$ cat src/rtl/button_conditioner_pkg.sv
// -----------------------------------------------------------------------------
// btn_pkg
// Shared types and defaults for the push-button conditioner.
//   btn_state_t      : debounce FSM states
//   BTN_DEBOUNCE_DEF : default number of matching synchronised samples
//   BTN_LONG_DEF     : default hold length (cycles) before a long press
//   btn_is_high()    : states in which the debounced level is 1
// -----------------------------------------------------------------------------
package btn_pkg;

  typedef enum logic [1:0] {
    IDLE      = 2'd0,
    ARMING    = 2'd1,
    PRESSED   = 2'd2,
    RELEASING = 2'd3
  } btn_state_t;

  localparam int BTN_DEBOUNCE_DEF = 4;
  localparam int BTN_LONG_DEF     = 16;

  // The debounced level is 1 while the button is accepted as held, including
  // the tentative RELEASING phase.
  function automatic logic btn_is_high(input btn_state_t s);
    return (s == PRESSED) || (s == RELEASING);
  endfunction

endpackage

$ cat src/rtl/button_conditioner_if.sv
// -----------------------------------------------------------------------------
// button_conditioner_if
// Signal bundle between the board side and the button conditioner.
//   button_raw     : raw, asynchronous, bouncing pad level
//   button         : debounced level
//   press          : one-cycle strobe on accepted 0->1
//   release_strobe : one-cycle strobe on accepted 1->0 ("release" is a
//                    reserved word in SystemVerilog)
//   long_press     : one-cycle strobe after a sustained hold
// Modports: master drives the pad, slave is the conditioner.
// -----------------------------------------------------------------------------
interface button_conditioner_if;

  logic button_raw;
  logic button;
  logic press;
  logic release_strobe;
  logic long_press;

  modport master (
    output button_raw,
    input  button,
    input  press,
    input  release_strobe,
    input  long_press
  );

  modport slave (
    input  button_raw,
    output button,
    output press,
    output release_strobe,
    output long_press
  );

endinterface

$ cat src/rtl/button_conditioner_sync_2ff.sv
// -----------------------------------------------------------------------------
// sync_2ff
// Generic two-flop synchroniser, one independent chain per bit.
//   clk : destination clock
//   rst : asynchronous active-low reset, both flops clear to 0
//   d   : asynchronous input bits
//   q   : synchronised bits (second flop of each chain)
// -----------------------------------------------------------------------------
module sync_2ff #(
  parameter int WIDTH = 1
) (
  input  logic             clk,
  input  logic             rst,
  input  logic [WIDTH-1:0] d,
  output logic [WIDTH-1:0] q
);

  for (genvar gi = 0; gi < WIDTH; gi++) begin : g_bit
    logic meta_reg;
    logic sync_reg;

    always_ff @(posedge clk or negedge rst) begin
      if (!rst) begin
        meta_reg <= 1'b0;
        sync_reg <= 1'b0;
      end else begin
        meta_reg <= d[gi];
        sync_reg <= meta_reg;
      end
    end

    assign q[gi] = sync_reg;
  end

endmodule

$ cat src/rtl/button_conditioner.sv
// -----------------------------------------------------------------------------
// button_conditioner
// Synchronises and debounces the board push-button, producing a clean level
// plus one-cycle press/release strobes. An optional long-press detector is
// compiled in when the macro BTN_LONGPRESS_EN is defined; otherwise
// long_press is tied to 0.
//   clk : system clock, rising edge
//   rst : asynchronous active-low reset (0 = reset)
//   bus : button_conditioner_if.slave
//         in  button_raw
//         out button, press, release_strobe, long_press
// Parameters:
//   DEBOUNCE_CYCLES (>= 2) matching synchronised samples to accept a change
//   LONG_CYCLES     (>= 1) cycles of button=1 before long_press fires
// Latency from raw change to button change is DEBOUNCE_CYCLES+1 edges after
// the first sampling edge.
// -----------------------------------------------------------------------------
module button_conditioner
  import btn_pkg::*;
#(
  parameter int DEBOUNCE_CYCLES = BTN_DEBOUNCE_DEF,
  parameter int LONG_CYCLES     = BTN_LONG_DEF
) (
  input logic                 clk,
  input logic                 rst,
  button_conditioner_if.slave bus
);

  // Elaboration-time parameter sanity checks.
  if (DEBOUNCE_CYCLES < 2) begin : g_bad_debounce
    $error("button_conditioner: DEBOUNCE_CYCLES must be >= 2");
  end
  if (LONG_CYCLES < 1) begin : g_bad_long
    $error("button_conditioner: LONG_CYCLES must be >= 1");
  end

  localparam int              CNT_W    = $clog2(DEBOUNCE_CYCLES) + 1;
  localparam logic [CNT_W-1:0] CNT_ONE  = CNT_W'(1);
  localparam logic [CNT_W-1:0] CNT_LAST = CNT_W'(DEBOUNCE_CYCLES - 1);

  logic             sync;
  btn_state_t       state_reg, state_next;
  logic [CNT_W-1:0] cnt_reg, cnt_next, cnt_inc;
  logic             button_reg;
  logic             press_reg, press_next;
  logic             release_reg, release_next;

  sync_2ff #(.WIDTH(1)) u_sync (
    .clk (clk),
    .rst (rst),
    .d   (bus.button_raw),
    .q   (sync)
  );

  // Saturating increment; the FSM leaves ARMING/RELEASING at CNT_LAST, so
  // the hold here only guards against wrap-around.
  assign cnt_inc = (cnt_reg == CNT_LAST) ? cnt_reg : cnt_reg + CNT_ONE;

  always_comb begin
    state_next   = state_reg;
    cnt_next     = cnt_reg;
    press_next   = 1'b0;
    release_next = 1'b0;
    case (state_reg)
      IDLE: begin
        if (sync) begin
          state_next = ARMING;
          cnt_next   = CNT_ONE;
        end
      end
      ARMING: begin
        if (!sync) begin
          state_next = IDLE;
          cnt_next   = '0;
        end else if (cnt_reg == CNT_LAST) begin
          state_next = PRESSED;
          cnt_next   = '0;
          press_next = 1'b1;
        end else begin
          cnt_next = cnt_inc;
        end
      end
      PRESSED: begin
        if (!sync) begin
          state_next = RELEASING;
          cnt_next   = CNT_ONE;
        end
      end
      RELEASING: begin
        if (sync) begin
          state_next = PRESSED;
          cnt_next   = '0;
        end else if (cnt_reg == CNT_LAST) begin
          state_next   = IDLE;
          cnt_next     = '0;
          release_next = 1'b1;
        end else begin
          cnt_next = cnt_inc;
        end
      end
      default: begin
        state_next = IDLE;
        cnt_next   = '0;
      end
    endcase
  end

  always_ff @(posedge clk or negedge rst) begin
    if (!rst) begin
      state_reg   <= IDLE;
      cnt_reg     <= '0;
      button_reg  <= 1'b0;
      press_reg   <= 1'b0;
      release_reg <= 1'b0;
    end else begin
      state_reg   <= state_next;
      cnt_reg     <= cnt_next;
      // Registered from the next state so the level and the strobe that
      // announces its change appear in the same cycle.
      button_reg  <= btn_is_high(state_next);
      press_reg   <= press_next;
      release_reg <= release_next;
    end
  end

  assign bus.button         = button_reg;
  assign bus.press          = press_reg;
  assign bus.release_strobe = release_reg;

`ifdef BTN_LONGPRESS_EN
  localparam int               HOLD_W    = $clog2(LONG_CYCLES + 1);
  localparam logic [HOLD_W-1:0] HOLD_ONE  = HOLD_W'(1);
  localparam logic [HOLD_W-1:0] HOLD_LAST = HOLD_W'(LONG_CYCLES);

  logic [HOLD_W-1:0] hold_reg, hold_next;
  logic              fired_reg, fired_next;
  logic              long_reg, long_next;

  // The hold count restarts only on a fresh accepted press; a RELEASING
  // excursion that falls back to PRESSED keeps counting. Only edges where
  // the level stays high count, so long_press never coincides with release.
  always_comb begin
    hold_next  = hold_reg;
    fired_next = fired_reg;
    long_next  = 1'b0;
    if (state_reg == ARMING && state_next == PRESSED) begin
      hold_next  = '0;
      fired_next = 1'b0;
    end else if (btn_is_high(state_reg) && btn_is_high(state_next)) begin
      if (hold_reg != HOLD_LAST) begin
        hold_next = hold_reg + HOLD_ONE;
      end
      if (hold_next == HOLD_LAST && !fired_reg) begin
        long_next  = 1'b1;
        fired_next = 1'b1;
      end
    end
  end

  always_ff @(posedge clk or negedge rst) begin
    if (!rst) begin
      hold_reg  <= '0;
      fired_reg <= 1'b0;
      long_reg  <= 1'b0;
    end else begin
      hold_reg  <= hold_next;
      fired_reg <= fired_next;
      long_reg  <= long_next;
    end
  end

  assign bus.long_press = long_reg;
`else
  assign bus.long_press = 1'b0;
`endif

endmodule

$ cat src/flat_wrapper.sv
// flat-port wrapper written by rule: the top's interface ports become plain ports
module button_conditioner_flat import btn_pkg::*;
#(
  parameter int DEBOUNCE_CYCLES = BTN_DEBOUNCE_DEF,
  parameter int LONG_CYCLES     = BTN_LONG_DEF
)
  (clk, rst, bus_button_raw, bus_button, bus_press, bus_release_strobe, bus_long_press);
  button_conditioner_if bus_i ();
  input logic clk;
  input logic rst;
  input wire logic [$bits(bus_i.button_raw)-1:0] bus_button_raw;
  output wire logic [$bits(bus_i.button)-1:0] bus_button;
  output wire logic [$bits(bus_i.press)-1:0] bus_press;
  output wire logic [$bits(bus_i.release_strobe)-1:0] bus_release_strobe;
  output wire logic [$bits(bus_i.long_press)-1:0] bus_long_press;
  assign bus_i.button_raw = bus_button_raw;
  assign bus_button = bus_i.button;
  assign bus_press = bus_i.press;
  assign bus_release_strobe = bus_i.release_strobe;
  assign bus_long_press = bus_i.long_press;
  button_conditioner #(.DEBOUNCE_CYCLES(DEBOUNCE_CYCLES), .LONG_CYCLES(LONG_CYCLES)) u_core (.clk(clk), .rst(rst), .bus(bus_i));
endmodule
$ cat config.mk
export PLATFORM = sky130hd
export DESIGN_NAME = button_conditioner_flat
export DESIGN_NICKNAME = d
export VERILOG_FILES = /design/src/rtl/button_conditioner_pkg.sv /design/src/rtl/button_conditioner_if.sv /design/src/rtl/button_conditioner_sync_2ff.sv /design/src/rtl/button_conditioner.sv /design/src/flat_wrapper.sv
export SDC_FILE = /design/constraint.sdc
export NUM_CORES = 1
export LEC_CHECK = 0
export BUFFER_PORTS_ARGS = -buffer_cell sky130_fd_sc_hd__buf_4
export CORE_AREA = 2 2 39 41
export DETAILED_ROUTE_END_ITERATION = 10
export DIE_AREA = 0 0 41 43
export SYNTH_ARGS = -nofsm -noshare
export SYNTH_HDL_FRONTEND = slang
export SYNTH_SLANG_ARGS = --single-unit
$ cat constraint.sdc
create_clock -name clk -period 1.16 [get_ports clk]
set_input_delay 0 -clock clk [delete_from_list [all_inputs] [get_ports clk]]
set_output_delay 0 -clock clk [all_outputs]
set_load 0.02 [all_outputs]
==> results.toml, run 1 <==
[outcome]
status = "finished, final reports clean"

[synth]
synth-xor-area-share = 0.0395
ys_warn_count = 0
synth-compound-area-share = 0.0760
synth_area_um2 = 412
yosysTopAreaCell = "dfrtp_1"
synth_top_family_by_area = "simple AND/OR/NAND/NOR gates"
syn_inst = 30
ys_ff_latch = 10
syn_area_per_cell_um2 = 13.7
synthAdderAreaFrac = 0.0304
yosysSeqAreaShare = 0.608
yosys.area_share.simple = 0.146
yosysTopAreaCellShare = 0.608
syn-num-nets = 34
ys_types = 16
synth.area.mux_share = 0.0547
synth_area_leaders = "dfrtp_1 61%, mux2_1 5.5%, nand3b_4 4.9%"

[global_routing]
first_global_vias = 299
grt_pass1_wl_um = 1260
grt_usage = 0.115
grt_overflow_total = 0
antenna_found_initial = 0
grt_max_degree = 11

[sta]
hold_violations = 0
report.final.setup_viol = 0
fin_crit_ns = 1.11
skew_ns = 0.00612
whs_ns = 0.102
fmax_mhz = 898
slew_viol_final = 0
post-route-period-util = 0.960

[worst_setup_path]
rrSetupSlack_ns = 0.05
endpoint_kind = "register"
path_class = "reg2reg"
cp_max_fo = 3
timing.rr.end = "u_core.state_reg[1]"
reg2reg_depth = 3
crit_family = "flip-flops"
reg2reg_from = "u_core.cnt_reg[1]"
cp-start-kind = "register"
worst-path-buf-inv = 0
startpoint = "u_core.cnt_reg[1]"
cp_data_arrival_time_ns = 1.26
crit_chain = "ha_4 -> nand3b_4 -> mux2_1"
max_stage_delay_ns = 0.42
critical_path.slowest_cell = "dfrtp_1"
worstPathRequired_ns = 1.31

[detailed_routing]
drt_first_iter_violations = 0
dr.pass1.iters = 1
drc = 0
wl_um = 828
detail-route-antenna-nets = 0
wire_per_inst_um = 13.8
vias_per_cell = 4.82
vias = 289

[pwr]
clkPwrFrac = 0.231
seq_power_share = 0.431
ir_drop_v = 0.000946
finalPower_mw = 1.31
switching_share = 0.325
combPwrFrac = 0.338
p_int_mw = 0.885
power_density_nw_per_um2 = 2260
p_leak_nw = 0.281
p_switching_mw = 0.425

[final_layout]
final_cells = 60
final_layout_size_suffix_gt1_frac = 0.432
n_antenna_cell = 0
final_nets = 49
syn2layout_area_growth_pct = 41.0
largest_register_ffs = 3
fin_util = 0.420

[clock_network]
clkSinkCount = 10
clk_latency_ns = 0.26
cts_buffers = 3
cts_tree = "built"
clk_pin_slew_worst_paths_ns = 0.06
clock_path_buffers = 2
clock-root-buffer = "clkbuf_4"
h-tree-depth = 1

[floorplan]
start_util = 0.297
die_h_um = 43
io_pins = 7
core_area_um2 = 1380
rows = 14
die_area_um2 = 1760
die_width_um = 41

[place]
placed_cells = 52
hpwl_um = 561
port_buffers = 5
routabilityCongestion = 0.624

[min_path]
worst_hold_path_type = "in2async"

[job]
cap_violations = 0
layout make-up:
type	instances	area [um2]
Fill cell	121	803
Sequential cell	10	250
Multi-Input combinational cell	17	179
Timing Repair Buffer	11	87.6
Clock buffer	4	36.3
Tap cell	16	20.0
Inverter	2	7.51
cell usage in the layout (no fill, tap or decap), types with 2 or more instances in the layout:
cell,instances
dfrtp_1,10
buf_4,9
nand2_1,3
clkbuf_4,3
inv_1,2
dlygate4sd3_1,2
routing by layer:
| layer | up-vias | track usage | share of wire |
|---|---|---|---|
| met5 | - | 0 | 0 |
| met3 | 6 | 0.0471 | 0.053 |
| met4 | 0 | 0.100 | 0.043 |
| met2 | 10 | 0.175 | 0.54 |
| li1 | 129 | - | - |
| met1 | 144 | 0.109 | 0.36 |
power groups by stage:
stage,clock network (mW),logic (mW),registers [mW]
finish,0.302,0.443,0.565
global route,0.335,0.478,0.576
CTS,0.309,0.348,0.537
detailed placement,0,0.335,0.539
global placement,0,0.315,0.525
floorplan,0,0.201,0.543
worst reg2reg max path: stages, from the launching register on:
cell      delay [ns]
dfrtp_1         0.42
ha_4            0.19
nand3b_4        0.09
mux2_1          0.31
cells in the mapped netlist:
cell,number
nor3b_1,2
conb_1,1
o22ai_1,1
inv_1,2
o21ai_0,1
nor2b_1,1
nand2_1,3
xnor2_2,1
buf_4,1
ha_1,1
mux2_1,2
nand3b_1,1
dfrtp_1,10
a22oi_1,1
nand3b_4,1
o31ai_2,1
stage by stage:
step	cell area (um2)	setup slack, ns	TNS [ns]
after CTS	536	0.0272	0
final	581	0.0463	0
after floorplan	412	0.0104	0
after detailed placement	477	-0.0110	-0.0110
after global routing	581	-0.00319	-0.00319
after global placement	477	0.00428	0
cell families (layout without fill, tap and decap cells):
group,after synthesis,after routing
other cells,1,1
simple gates,8,8
xor+xnor,1,1
buf+inv,3,17
mux,2,2
compound gates,4,4
fa+ha+maj,1,1
flops,10,10
how the worst max path moves through the flow:
| stage | cells past startpoint | slack, ns | end |
|---|---|---|---|
| after floorplan | 3 | 0.01 | u_core.bus.button |
| after global placement | 3 | 0.004 | u_core.bus.button |
| after detailed placement | 3 | -0.01 | u_core.bus.button |
| after CTS | 3 | 0.03 | u_core.bus.button |
| after global routing | 3 | -0.003 | u_core.cnt_reg[1] |
| final | 3 | 0.05 | u_core.state_reg[1] |
repair_timing:
action | 4_1_cts | 5_1_grt
hold endpoints to repair | 11 | 0
buffers inserted | 0 | 2
endpoints found under the setup margin | 1 | 5
hold buffers | 2 | 0
resized for setup | 1 | 5
pin swaps | 0 | 0
Power figures use the tool's default switching activity.
==> inputs of run 2 (changes only) <==
PLACE_DENSITY = 0.49   (was default)
==> run 2 against run 1 <==
Against the previous run: largest cell class unchanged; cell area shrank 7.8%; cell count down 3.3%; register-to-register slack got worse by 0.02 ns; clock skew is essentially flat; first-iteration DRC count grew 5.
==> results.toml, run 2 (synthesized netlist as in run 1, its figures left out) <==
[worst_setup_path]
worstPathRequired_ns = 1.31
cp-start-kind = "register"
rrSetupSlack_ns = 0.02
path_class = "reg2reg"
endpoint_kind = "register"
cp_max_fo = 4
cp_data_arrival_time_ns = 1.29

[sta]
whs_ns = 0.0858
hold_violations = 0
slew_viol_final = 0
rsz0062_at_grt = "yes"
post-route-period-util = 0.979
fin_crit_ns = 1.14
report.final.setup_viol = 0
fmax_mhz = 880
skew_ns = 0.00565

[final_layout]
layout_common_cells = "10 x dfrtp_1, 7 x buf_4, 3 x nand2_1, 3 x clkbuf_4"
fin_util = 0.387
final_cells = 58
syn2layout_area_growth_pct = 30.1
final_nets = 47
layout_commonest_cell = "dfrtp_1"
final_layout_size_suffix_gt1_frac = 0.357
largest_register_ffs = 3
n_fill_cell = 134
n_antenna_cell = 0

[clock_network]
clock_path_buffers = 2
cts_tree = "built"
clk_pin_slew_worst_paths_ns = 0.07
cts_buffers = 3
clkSinkCount = 10
clock-root-buffer = "clkbuf_4"
postCtsSetupRepairBufs = 0
h-tree-depth = 1
clk_latency_ns = 0.27

[pwr]
combPwrFrac = 0.284
switching_share = 0.319
finalPower_mw = 1.17
p_switching_mw = 0.375
p_leak_nw = 0.263
clkPwrFrac = 0.268
seq_power_share = 0.448
ir_drop_v = 0.000918
p_int_mw = 0.800
power_density_nw_per_um2 = 2190

[global_routing]
first_global_vias = 275
grt_max_degree = 11
antenna_found_initial = 0
grt_overflow_total = 0
grt_usage = 0.109
grt_pass1_wl_um = 1190

[floorplan]
core_area_um2 = 1380
start_util = 0.297
rows = 14
io_pins = 7
die_h_um = 43
die_area_um2 = 1760
die_width_um = 41

[min_path]
worst_hold_path_type = "in2async"

[detailed_routing]
detail-route-antenna-nets = 0
wire_per_inst_um = 11.1
dr.pass1.iters = 2
wl_um = 646
vias_per_cell = 4.53
vias = 263
drt_first_iter_violations = 5
drc = 0

[place]
placed_cells = 52
port_buffers = 5
routabilityCongestion = 0.624

[outcome]
status = "finished, final reports clean"

[job]
cap_violations = 0
[run 2: cell types whose count changed in the layout (fill, tap and decap cells not counted)]
cell	delta
nor3b_2	-1
mux2_4	-1
mux2_1	+1
ha_2	+1
xnor2_2	+1
buf_4	-2
xnor2_4	-1
nor3b_1	+1
ha_4	-1
[run 2: per-stage QoR]
stage	setup slack, ns	cell area (um2)	TNS [ns]
final	0.0241	536	0
after global routing	-0.0417	536	-0.143
after CTS	0.00557	536	0
after detailed placement	-0.0271	477	-0.0463
after global placement	-0.0121	477	-0.0121
after floorplan	0.0104	412	0
[run 2: final timing paths]
path,cells after the start,to,start
worst max-delay path,3,u_core.bus.button,u_core.cnt_reg[0]
worst min-delay path,2,u_core.cnt_reg[1],rst
worst max register to register,3,u_core.bus.button,u_core.cnt_reg[0]
worst min register to register,0,u_core.u_sync.q,u_core.u_sync.g_bit[0].meta_reg
max in group asynchronous,2,u_core.bus.press,rst
min in group clk,0,u_core.u_sync.q,u_core.u_sync.g_bit[0].meta_reg
[run 2: timing repair]
| item | CTS | global route |
|---|---|---|
| hold endpoints to repair | 11 | 0 |
| endpoints found under the setup margin | 2 | 5 |
| gates resized for setup | 1 | 1 |
| hold buffers | 2 | 0 |
[run 2: final cells by class]
cell class                      count  area, um2  area share
Tap cell                           16       20.0      0.0374
Clock buffer                        4       36.3      0.0678
Timing Repair Buffer                9       72.6       0.136
Inverter                            2       7.51      0.0140
Sequential cell                    10        250       0.467
Multi-Input combinational cell     17        149       0.278
[run 2: metal layers]
metal | share of wire | GRT usage | vias up
met5 | 0 | 0 | -
met4 | 0.036 | 0.0800 | 0
met1 | 0.41 | 0.128 | 131
met3 | 0.031 | 0.0471 | 2
li1 | - | - | 125
met2 | 0.52 | 0.150 | 5
[run 2: power groups by stage]
stage	Clock (mW)	Combinational [mW]	Sequential, mW
2_1_floorplan	0	0.201	0.543
3_3_place_gp	0	0.314	0.527
3_5_place_dp	0	0.330	0.534
4_1_cts	0.317	0.338	0.529
5_1_grt	0.347	0.372	0.543
6_report	0.315	0.333	0.527
[run 2: critical path, stage by stage (launching register included)]
cell	delay [ns]
dfrtp_1	0.39
ha_2	0.21
nand3b_4	0.09
mux2_1	0.33
==> inputs of run 3 (changes only) <==
ABC_AREA = 1   (was default)
PLACE_DENSITY = 0.51   (was 0.49)
==> run 3 against run 2 <==
Against the previous run: worst setup slack better by 0.076 ns; power is 1.4% lower; cell count increased by 29%; largest cell class unchanged.
==> results.toml, run 3 <==
[final_layout]
final_nets = 64
syn2layout_area_growth_pct = 24.6
final_layout_size_suffix_gt1_frac = 0.203
largest_register_ffs = 3
n_antenna_cell = 0
layout_common_cells = "11 x nand2_1, 10 x dfrtp_1, 9 x inv_1"
n_fill_cell = 140
seqCellArea_um2 = 250
layout_commonest_cell = "nand2_1"
fin_area_um2 = 539
multi_input_area_um2 = 138

[detailed_routing]
wl_um = 685
vias_per_cell = 4.27
wire_per_inst_um = 9.13
drc = 0
vias = 320
dr.pass1.iters = 2
detail-route-antenna-nets = 0
drt_first_iter_violations = 4

[worst_setup_path]
cp-start-kind = "register"
crit_family = "flip-flops"
critical_path.slowest_cell = "dfrtp_1"
path_class = "reg2reg"
max_stage_delay_ns = 0.40
crit_chain = "ha_1 -> nand3_2 -> nand2_1 -> o21ai_1 -> inv_1"
worst-path-buf-inv = 1
worstPathRequired_ns = 1.32
endpoint_kind = "register"
cp_data_arrival_time_ns = 1.22
cp_max_fo = 4
rrSetupSlack_ns = 0.1

[pwr]
finalPower_mw = 1.16
p_leak_nw = 0.286
ir_drop_v = 0.000919
clkPwrFrac = 0.276
seq_power_share = 0.443
combPwrFrac = 0.281
p_int_mw = 0.760
p_switching_mw = 0.398
power_density_nw_per_um2 = 2150
switching_share = 0.344

[synth]
ys_warn_count = 0
ys_ff_latch = 10
yosysTopAreaCellShare = 0.578
ys_top_cells_by_count = "11 x nand2_1, 10 x dfrtp_1, 9 x inv_1, 5 x nand3_1, 4 x nor2_1"
ys_async_sr_fraction = 1.00
synth_edf_count = 0
synth_area_um2 = 433
syn-num-nets = 53
synth_area_leaders = "dfrtp_1 58%, nand2_1 9.5%, inv_1 7.8%"
synth-main-ff-cell = "dfrtp_1"
syn_area_per_cell_um2 = 8.84
yosysMostFrequentCell = "nand2_1"
yosysTopAreaCell = "dfrtp_1"
syn_inst = 49
yosysSeqAreaShare = 0.578
ys_types = 14

[sta]
fmax_mhz = 943
slew_viol_final = 0
skew_ns = 0.00768
hold_violations = 0
rsz0062_at_grt = "no"
finalSetupTns_ns = 0
fin_crit_ns = 1.06
post-route-period-util = 0.914
report.final.setup_viol = 0

[clock_network]
clk_latency_ns = 0.27
postCtsSetupRepairBufs = 0
h-tree-depth = 1
clk_pin_slew_worst_paths_ns = 0.07
clock_path_buffers = 2
cts_tree = "built"
cts_buffers = 3
clock-root-buffer = "clkbuf_4"
clkSinkCount = 10

[place]
port_buffers = 5
placedInstanceArea_um2 = 483
routabilityCongestion = 0.730
hpwl_um = 504

[floorplan]
start_util = 0.313
core_area_um2 = 1380
io_pins = 7
rows = 14
die_width_um = 41
die_h_um = 43
die_area_um2 = 1760

[global_routing]
antenna_found_initial = 0
grt_overflow_total = 0
first_global_vias = 290
grt_usage = 0.113
grt_max_degree = 11
grt_pass1_wl_um = 1250

[job]
cap_violations = 0

[min_path]
worst_hold_path_type = "in2async"

[outcome]
status = "finished, final reports clean"
-- run 3: changes by cell type after synthesis, moves of 2 or more --
| cell | delta |
|---|---|
| nand3_1 | +5 |
| nor3b_1 | -2 |
| nor2_1 | +4 |
| mux2_1 | -2 |
| nand2_1 | +8 |
| o21ai_1 | +2 |
| inv_1 | +7 |
-- run 3: layout make-up --
type / instances / share of cell area
sequential: 10 / 0.464
multi-input combinational: 28 / 0.255
timing repair buffer: 7 / 0.107
inverter: 10 / 0.0696
clock buffer: 4 / 0.0673
tap: 16 / 0.0371
-- run 3: stage by stage --
step,cells,utilization,hold WS (ns),setup WS (ns)
finish,75,0.390,0.0904,0.0999
global route,75,0.390,0.114,0.0196
CTS,75,0.390,0.0967,0.0965
detailed placement,69,0.349,-0.161,0.108
global placement,69,0.349,-0.163,0.118
floorplan,49,-,-0.296,0.172
-- run 3: repair_timing --
item | 4_1_cts | 5_1_grt
hold buffers | 2 | 0
resized for setup | 0 | 0
endpoints found under the hold margin | 11 | 0
-- run 3: cell families (layout without fill, tap and decap cells) --
group           Yosys count  count (layout)  synth area share
buf+inv                  11              21             0.104
other cells               1               1           0.00866
xor+xnor                  1               1            0.0202
compound gates            2               2            0.0231
flops                    10              10             0.578
simple gates             23              23             0.237
fa+ha+maj                 1               1            0.0289
-- run 3: power by group through the flow --
stage / clock network, mW / logic, mW / registers (mW)
final: 0.319 / 0.326 / 0.513
after global routing: 0.342 / 0.383 / 0.530
after CTS: 0.325 / 0.333 / 0.515
after detailed placement: 0 / 0.327 / 0.522
after global placement: 0 / 0.321 / 0.521
after floorplan: 0 / 0.219 / 0.533
-- run 3: routing by layer --
layer | routed length [um] | GRT usage | up-vias
li1 | - | - | 169
met4 | 31 | 0.100 | 0
met5 | 0 | 0 | -
met3 | 38 | 0.0471 | 4
met1 | 326 | 0.151 | 139
met2 | 289 | 0.131 | 8
-- run 3: path summary, 6_finish.rpt --
check                                                startpoint                   to  depth (start not counted)
worst max-delay path                          u_core.cnt_reg[0]  u_core.state_reg[1]                          5
max in group asynchronous                                   rst  u_core.state_reg[0]                          2
worst min-delay path                                        rst    u_core.cnt_reg[2]                          2
worst max register to register                u_core.cnt_reg[0]  u_core.state_reg[1]                          5
worst min register to register  u_core.u_sync.g_bit[0].meta_reg      u_core.u_sync.q                          0
min in group clk                u_core.u_sync.g_bit[0].meta_reg      u_core.u_sync.q                          0
